--- src/rtl/mem_system.sv ---
// CPU-facing memory subsystem: RAM below IO_BASE plus a memory-mapped I/O page
// (TX FIFO, RX holding register, cycle timer, status/overflow).
module mem_system #(
  parameter logic [7:0]  IO_BASE  = 8'hF0,
  parameter int unsigned TX_DEPTH = 4
) (
  input  logic       clk,
  input  logic       rst,
  input  logic       mem_wen,
  input  logic [7:0] mem_address,
  input  logic [7:0] mem_data_in,
  output logic [7:0] mem_data_out,
  input  logic       load_wen,
  input  logic [7:0] load_addr,
  input  logic [7:0] load_data,
  output logic [7:0] tx_data,
  output logic       tx_valid,
  input  logic       tx_ready,
  input  logic [7:0] rx_data,
  input  logic       rx_valid,
  output logic       rx_ready
);

  localparam int unsigned RAM_WORDS = 32'(IO_BASE);
  localparam int unsigned PTR_W     = (TX_DEPTH > 1) ? $clog2(TX_DEPTH) : 1;
  localparam int unsigned CNT_W     = PTR_W + 1;

  localparam logic [7:0] TXD_ADDR   = IO_BASE;
  localparam logic [7:0] STAT_ADDR  = IO_BASE + 8'd1;
  localparam logic [7:0] RXD_ADDR   = IO_BASE + 8'd2;
  localparam logic [7:0] RXACK_ADDR = IO_BASE + 8'd3;
  localparam logic [7:0] TMR_ADDR   = IO_BASE + 8'd4;

  logic [7:0]       ram    [RAM_WORDS];
  logic [7:0]       tx_mem [TX_DEPTH];
  logic [PTR_W-1:0] wr_ptr;
  logic [PTR_W-1:0] rd_ptr;
  logic [CNT_W-1:0] tx_count;
  logic             ovf;
  logic             rx_full;
  logic [7:0]       rx_hold;
  logic [7:0]       timer;

  logic cpu_in_ram;
  logic load_ok;
  logic io_wen;
  logic wr_txd;
  logic wr_stat;
  logic wr_rxack;
  logic wr_tmr;
  logic tx_full;
  logic tx_empty;
  logic tx_pop;
  logic tx_push;
  logic ovf_set;
  logic rx_capture;

  assign cpu_in_ram = mem_address < IO_BASE;
  assign load_ok    = load_wen && (load_addr < IO_BASE);

  // I/O register writes are suppressed while rst is high; RAM writes are not.
  assign io_wen     = mem_wen && !rst;
  assign wr_txd     = io_wen && (mem_address == TXD_ADDR);
  assign wr_stat    = io_wen && (mem_address == STAT_ADDR);
  assign wr_rxack   = io_wen && (mem_address == RXACK_ADDR);
  assign wr_tmr     = io_wen && (mem_address == TMR_ADDR);

  assign tx_full    = tx_count == CNT_W'(TX_DEPTH);
  assign tx_empty   = tx_count == '0;
  assign tx_pop     = !tx_empty && tx_ready;
  assign tx_push    = wr_txd && (!tx_full || tx_pop);
  assign ovf_set    = wr_txd && tx_full && !tx_pop;
  assign rx_capture = rx_valid && !rx_full;

  assign tx_valid   = !tx_empty;
  assign tx_data    = tx_empty ? 8'h00 : tx_mem[rd_ptr];
  assign rx_ready   = !rx_full;

  // RAM is never reset; the preload port takes priority over CPU stores.
  always_ff @(posedge clk) begin
    if (load_ok) begin
      ram[load_addr] <= load_data;
    end else if (mem_wen && cpu_in_ram) begin
      ram[mem_address] <= mem_data_in;
    end
  end

  always_ff @(posedge clk) begin
    if (tx_push) begin
      tx_mem[wr_ptr] <= mem_data_in;
    end
  end

  always_ff @(posedge clk) begin
    if (rst) begin
      wr_ptr   <= '0;
      rd_ptr   <= '0;
      tx_count <= '0;
    end else begin
      if (tx_push) begin
        wr_ptr <= wr_ptr + PTR_W'(1);
      end
      if (tx_pop) begin
        rd_ptr <= rd_ptr + PTR_W'(1);
      end
      case ({tx_push, tx_pop})
        2'b10:   tx_count <= tx_count + CNT_W'(1);
        2'b01:   tx_count <= tx_count - CNT_W'(1);
        default: tx_count <= tx_count;
      endcase
    end
  end

  // Overflow is sticky; a same-cycle overflow beats a STAT clear.
  always_ff @(posedge clk) begin
    if (rst) begin
      ovf <= 1'b0;
    end else if (ovf_set) begin
      ovf <= 1'b1;
    end else if (wr_stat) begin
      ovf <= 1'b0;
    end
  end

  always_ff @(posedge clk) begin
    if (rst) begin
      rx_full <= 1'b0;
      rx_hold <= 8'h00;
    end else if (rx_capture) begin
      rx_full <= 1'b1;
      rx_hold <= rx_data;
    end else if (wr_rxack) begin
      rx_full <= 1'b0;
    end
  end

  always_ff @(posedge clk) begin
    if (rst) begin
      timer <= 8'h00;
    end else if (wr_tmr) begin
      timer <= mem_data_in;
    end else begin
      timer <= timer + 8'd1;
    end
  end

  // Side-effect-free read mux.
  always_comb begin
    mem_data_out = 8'h00;
    if (cpu_in_ram) begin
      mem_data_out = ram[mem_address];
    end else begin
      case (mem_address)
        STAT_ADDR: mem_data_out = {4'b0000, ovf, rx_full, tx_empty, tx_full};
        RXD_ADDR:  mem_data_out = rx_full ? rx_hold : 8'h00;
        TMR_ADDR:  mem_data_out = timer;
        default:   mem_data_out = 8'h00;
      endcase
    end
  end

endmodule
--- config.mk ---
export PLATFORM = sky130hd
export DESIGN_NAME = mem_system
export DESIGN_NICKNAME = d
export VERILOG_FILES = /design/src/rtl/mem_system.sv
export SDC_FILE = /design/constraint.sdc
export NUM_CORES = 2
export LEC_CHECK = 0
export CAP_MARGIN = 10
export CORE_AREA = 4 4 357 359
export DETAILED_ROUTE_END_ITERATION = 8
export DIE_AREA = 0 0 361 363
export GPL_ROUTABILITY_DRIVEN = 0
export PLACE_DENSITY = 0.79
export SLEW_MARGIN = 40
export SYNTH_ARGS = -nofsm -noshare
export SYNTH_HDL_FRONTEND = slang
export SYNTH_SLANG_ARGS = --single-unit
export TNS_END_PERCENT = 100
--- constraint.sdc ---
create_clock -name clk -period 8.47 [get_ports clk]
set_input_delay 2.541 -clock clk [delete_from_list [all_inputs] [get_ports clk]]
set_output_delay 2.541 -clock clk [all_outputs]
set_load 0.005 [all_outputs]
==> out/metrics.yaml <==
outcome:
  status: "finished, violations left"
  failed_checks: "negative setup slack"
layout:
  synthToLayoutAreaGrowth_pct: 13.7
  mostFrequentLayoutCell: "edfxtp_1"
  multi_input_area_sq_mm: 0.0177
  ff_latch_area_sq_mm: 0.0592
  n_fill_cell: 6748
  fin_area_sq_mm: 0.0885
  stdcell_count: 6016
  fin_nets: 4268
  most-common-layout-cells: "1952 x edfxtp_1, 386 x mux4_2, 256 x buf_4"
  drive_gt1_frac: 0.274
  utilization: 0.715
synth:
  syn_area_sq_mm: 0.0778
  synthAdderAreaFrac: 0.00106
  ys_seq_area_frac: 0.760
  ys_async_sr_fraction: 0
  yosys.area_share.simple: 0.0382
  synth-edff-count: 1952
  synth_top_family_by_area: "multiplexers"
  yosysWarnings: 0
  synth-xor-area-share: 0.00113
  syn_inst: 3893
  synth_area_per_cell_sq_um: 20.0
  synth_ff_type: "edfxtp_1"
  ys_ff_latch: 1979
  synth_mux_area_frac: 0.144
  synth_compound_area_frac: 0.0351
  ys_types: 78
  syn_nets: 3945
worst_setup_path:
  cp.required_ps: 5930
  critPathSlowestCell: "o31ai_2"
  crit_type: "input port to primary output"
  r2r_slack_ps: 6070
  path_buf_inv: 7
  cpMostUsedCell: "buf_4"
  cp.arrival_ps: 6050
  slowest_delay_ps: 500
  crit_family: "buffers and inverters"
  end_kind: "primary output"
  crit_chain: "buf_12 > buf_4 > mux2_2 > o22ai_1 > nor4_2 > buf_4 > o221ai_1 > buf_4 > o21ai_0 > buf_4 > a22oi_1 > o31ai_2 > buf_4 > clkdlybuf4s50_1"
  crit_fanout: 20
  worst_setup_path_start_kind: "input port"
place:
  placed_area_sq_mm: 0.0820
  port_buffers: 63
  pre_cts_ws_ps: -584
  place_inst: 5664
  hpwl_mm: 140
drt:
  via_per_inst: 7.28
  vias: 43800
  drt_first_pass_iters: 9
  drc: 0
  wl_per_cell_um: 37.2
  drt-total-wl_mm: 224
  detail-route-antenna-nets: 0
  drtIter0Drc: 8320
timing:
  period_minus_slack_ps: 8590
  clock.fmax_mhz: 116
  grt_setup_unrepaired: "true"
  finalSetupTns_ps: -191
  setup_viol: 4
  hold_violations: 0
  fin_skew_ps: 6.96
  worst_slew_pin_slew_ps: 968
  slew_violations: 0
  timing.final.crit_share: 1.01
  slew_headroom: 0.355
  fin_ws_ps: -117
  holdWs_ps: 560
global_route:
  grt_pass1_wl_mm: 320
  track_usage: 0.346
  grt_max_degree: 149
  antenna_found_initial: 11
  grt_pass1_vias: 43200
  gr-total-overflow: 0
clock_network:
  clk_latency_ps: 840
  path_clk_slew_ps: 60
  cts_buffers: 186
  hold_buffers: 0
  cts.sinks: 1979
  post_cts_buffers: 0
  cts_tree: "built"
  cts_root_buf: "clkbuf_16"
  h-tree-depth: 4
  cts_buffer_depth: 3
hold_path:
  hp-class: "register to register"
die:
  die-area_sq_mm: 0.131
  fp.dieW_um: 361
  fp-row-count: 129
  start_util: 0.629
  ioPinCount: 64
  coreArea_sq_mm: 0.124
  fp.dieH_um: 363
power:
  p_leak_nw: 27.5
  power_mw: 20.6
  peakVddDrop_mv: 0.269
  p_per_area_mw_per_mm2: 232
job:
  cap_violations: 0
## what timing repair did
| item | in CTS | in global routing |
|---|---|---|
| pin swaps | 1 | 2 |
| resized for setup | 17 | 15 |
| endpoints found under the setup margin | 5 | 8 |
## cell usage after synthesis (33+ instances only)
master / instances / area (sq um)
buf_2: 79 / 395
o22ai_1: 94 / 588
o21ai_0: 40 / 200
mux4_2: 386 / 8690
mux2_2: 61 / 687
a22oi_1: 38 / 285
nand2_1: 121 / 454
clkbuf_1: 74 / 278
edfxtp_1: 1952 / 58600
mux2i_1: 137 / 1370
buf_6: 33 / 372
nor2_1: 334 / 1250
a21oi_1: 53 / 265
## sequential cells by signal (all words and copies together) (netlist names), named ones only
| signal | count |
|---|---|
| ram | 1920 |
| tx_mem | 32 |
| rx_hold | 8 |
| timer | 8 |
| tx_count | 3 |
| rd_ptr | 2 |
| wr_ptr | 2 |
| ovf | 1 |
| rx_full | 1 |
## path summary, 6_finish.rpt
check,start,cells past startpoint,to
min reg2reg,rx_hold[4]$_SDFFE_PP0P_,2,rx_hold[4]$_SDFFE_PP0P_
max reg2reg,tx_count[1]$_SDFFE_PP0P_,7,tx_count[2]$_SDFFE_PP0P_
min,rx_hold[4]$_SDFFE_PP0P_,2,rx_hold[4]$_SDFFE_PP0P_
max,mem_address[0],14,mem_data_out[5]
## metal layers
metal  up-vias  wire, um  part of all wire  global-route usage
li1      16700         -                 -                   -
met1     22100     73800              0.33               0.458
met2      4101    102000              0.45               0.513
met3       868     33600              0.15               0.124
met4        18     14800             0.066               0.185
met5         -       176           0.00079             0.00428
## cell families (layout without fill, tap and decap cells)
| logic type | after synthesis | count (layout) |
|---|---|---|
| mux | 602 | 602 |
| simple gates | 657 | 657 |
| other cells | 0 | 8 |
| buf+inv | 244 | 722 |
| compound gates | 395 | 395 |
| xor+xnor | 10 | 10 |
| flops | 1979 | 1979 |
| fa+ha+maj | 6 | 6 |
## worst min-delay path, delay by kind of cell, from the launching register on
kind             cells  cell delay [ps]
flip-flops           1              340
multiplexers         1              130
AND/OR/NAND/NOR      1               50
## where the power goes
group	total [mW]	switching, mW	leakage (nW)	internal [mW]
Clock	8.25	3.70	2.90	4.55
Combinational	1.37	0.930	7.23	0.442
Sequential	10.9	0.0170	17.3	10.9
Total	20.6	4.64	27.5	15.9
## layout make-up
class / count / area share
multi-input combinational: 1670 / 0.200
antenna: 8 / 0.000226
timing repair buffer: 366 / 0.0395
inverter: 13 / 0.000552
clock buffer: 237 / 0.0557
clock inverter: 106 / 0.0121
tap: 1637 / 0.0232
sequential: 1979 / 0.669
Power figures use the tool's default switching activity.
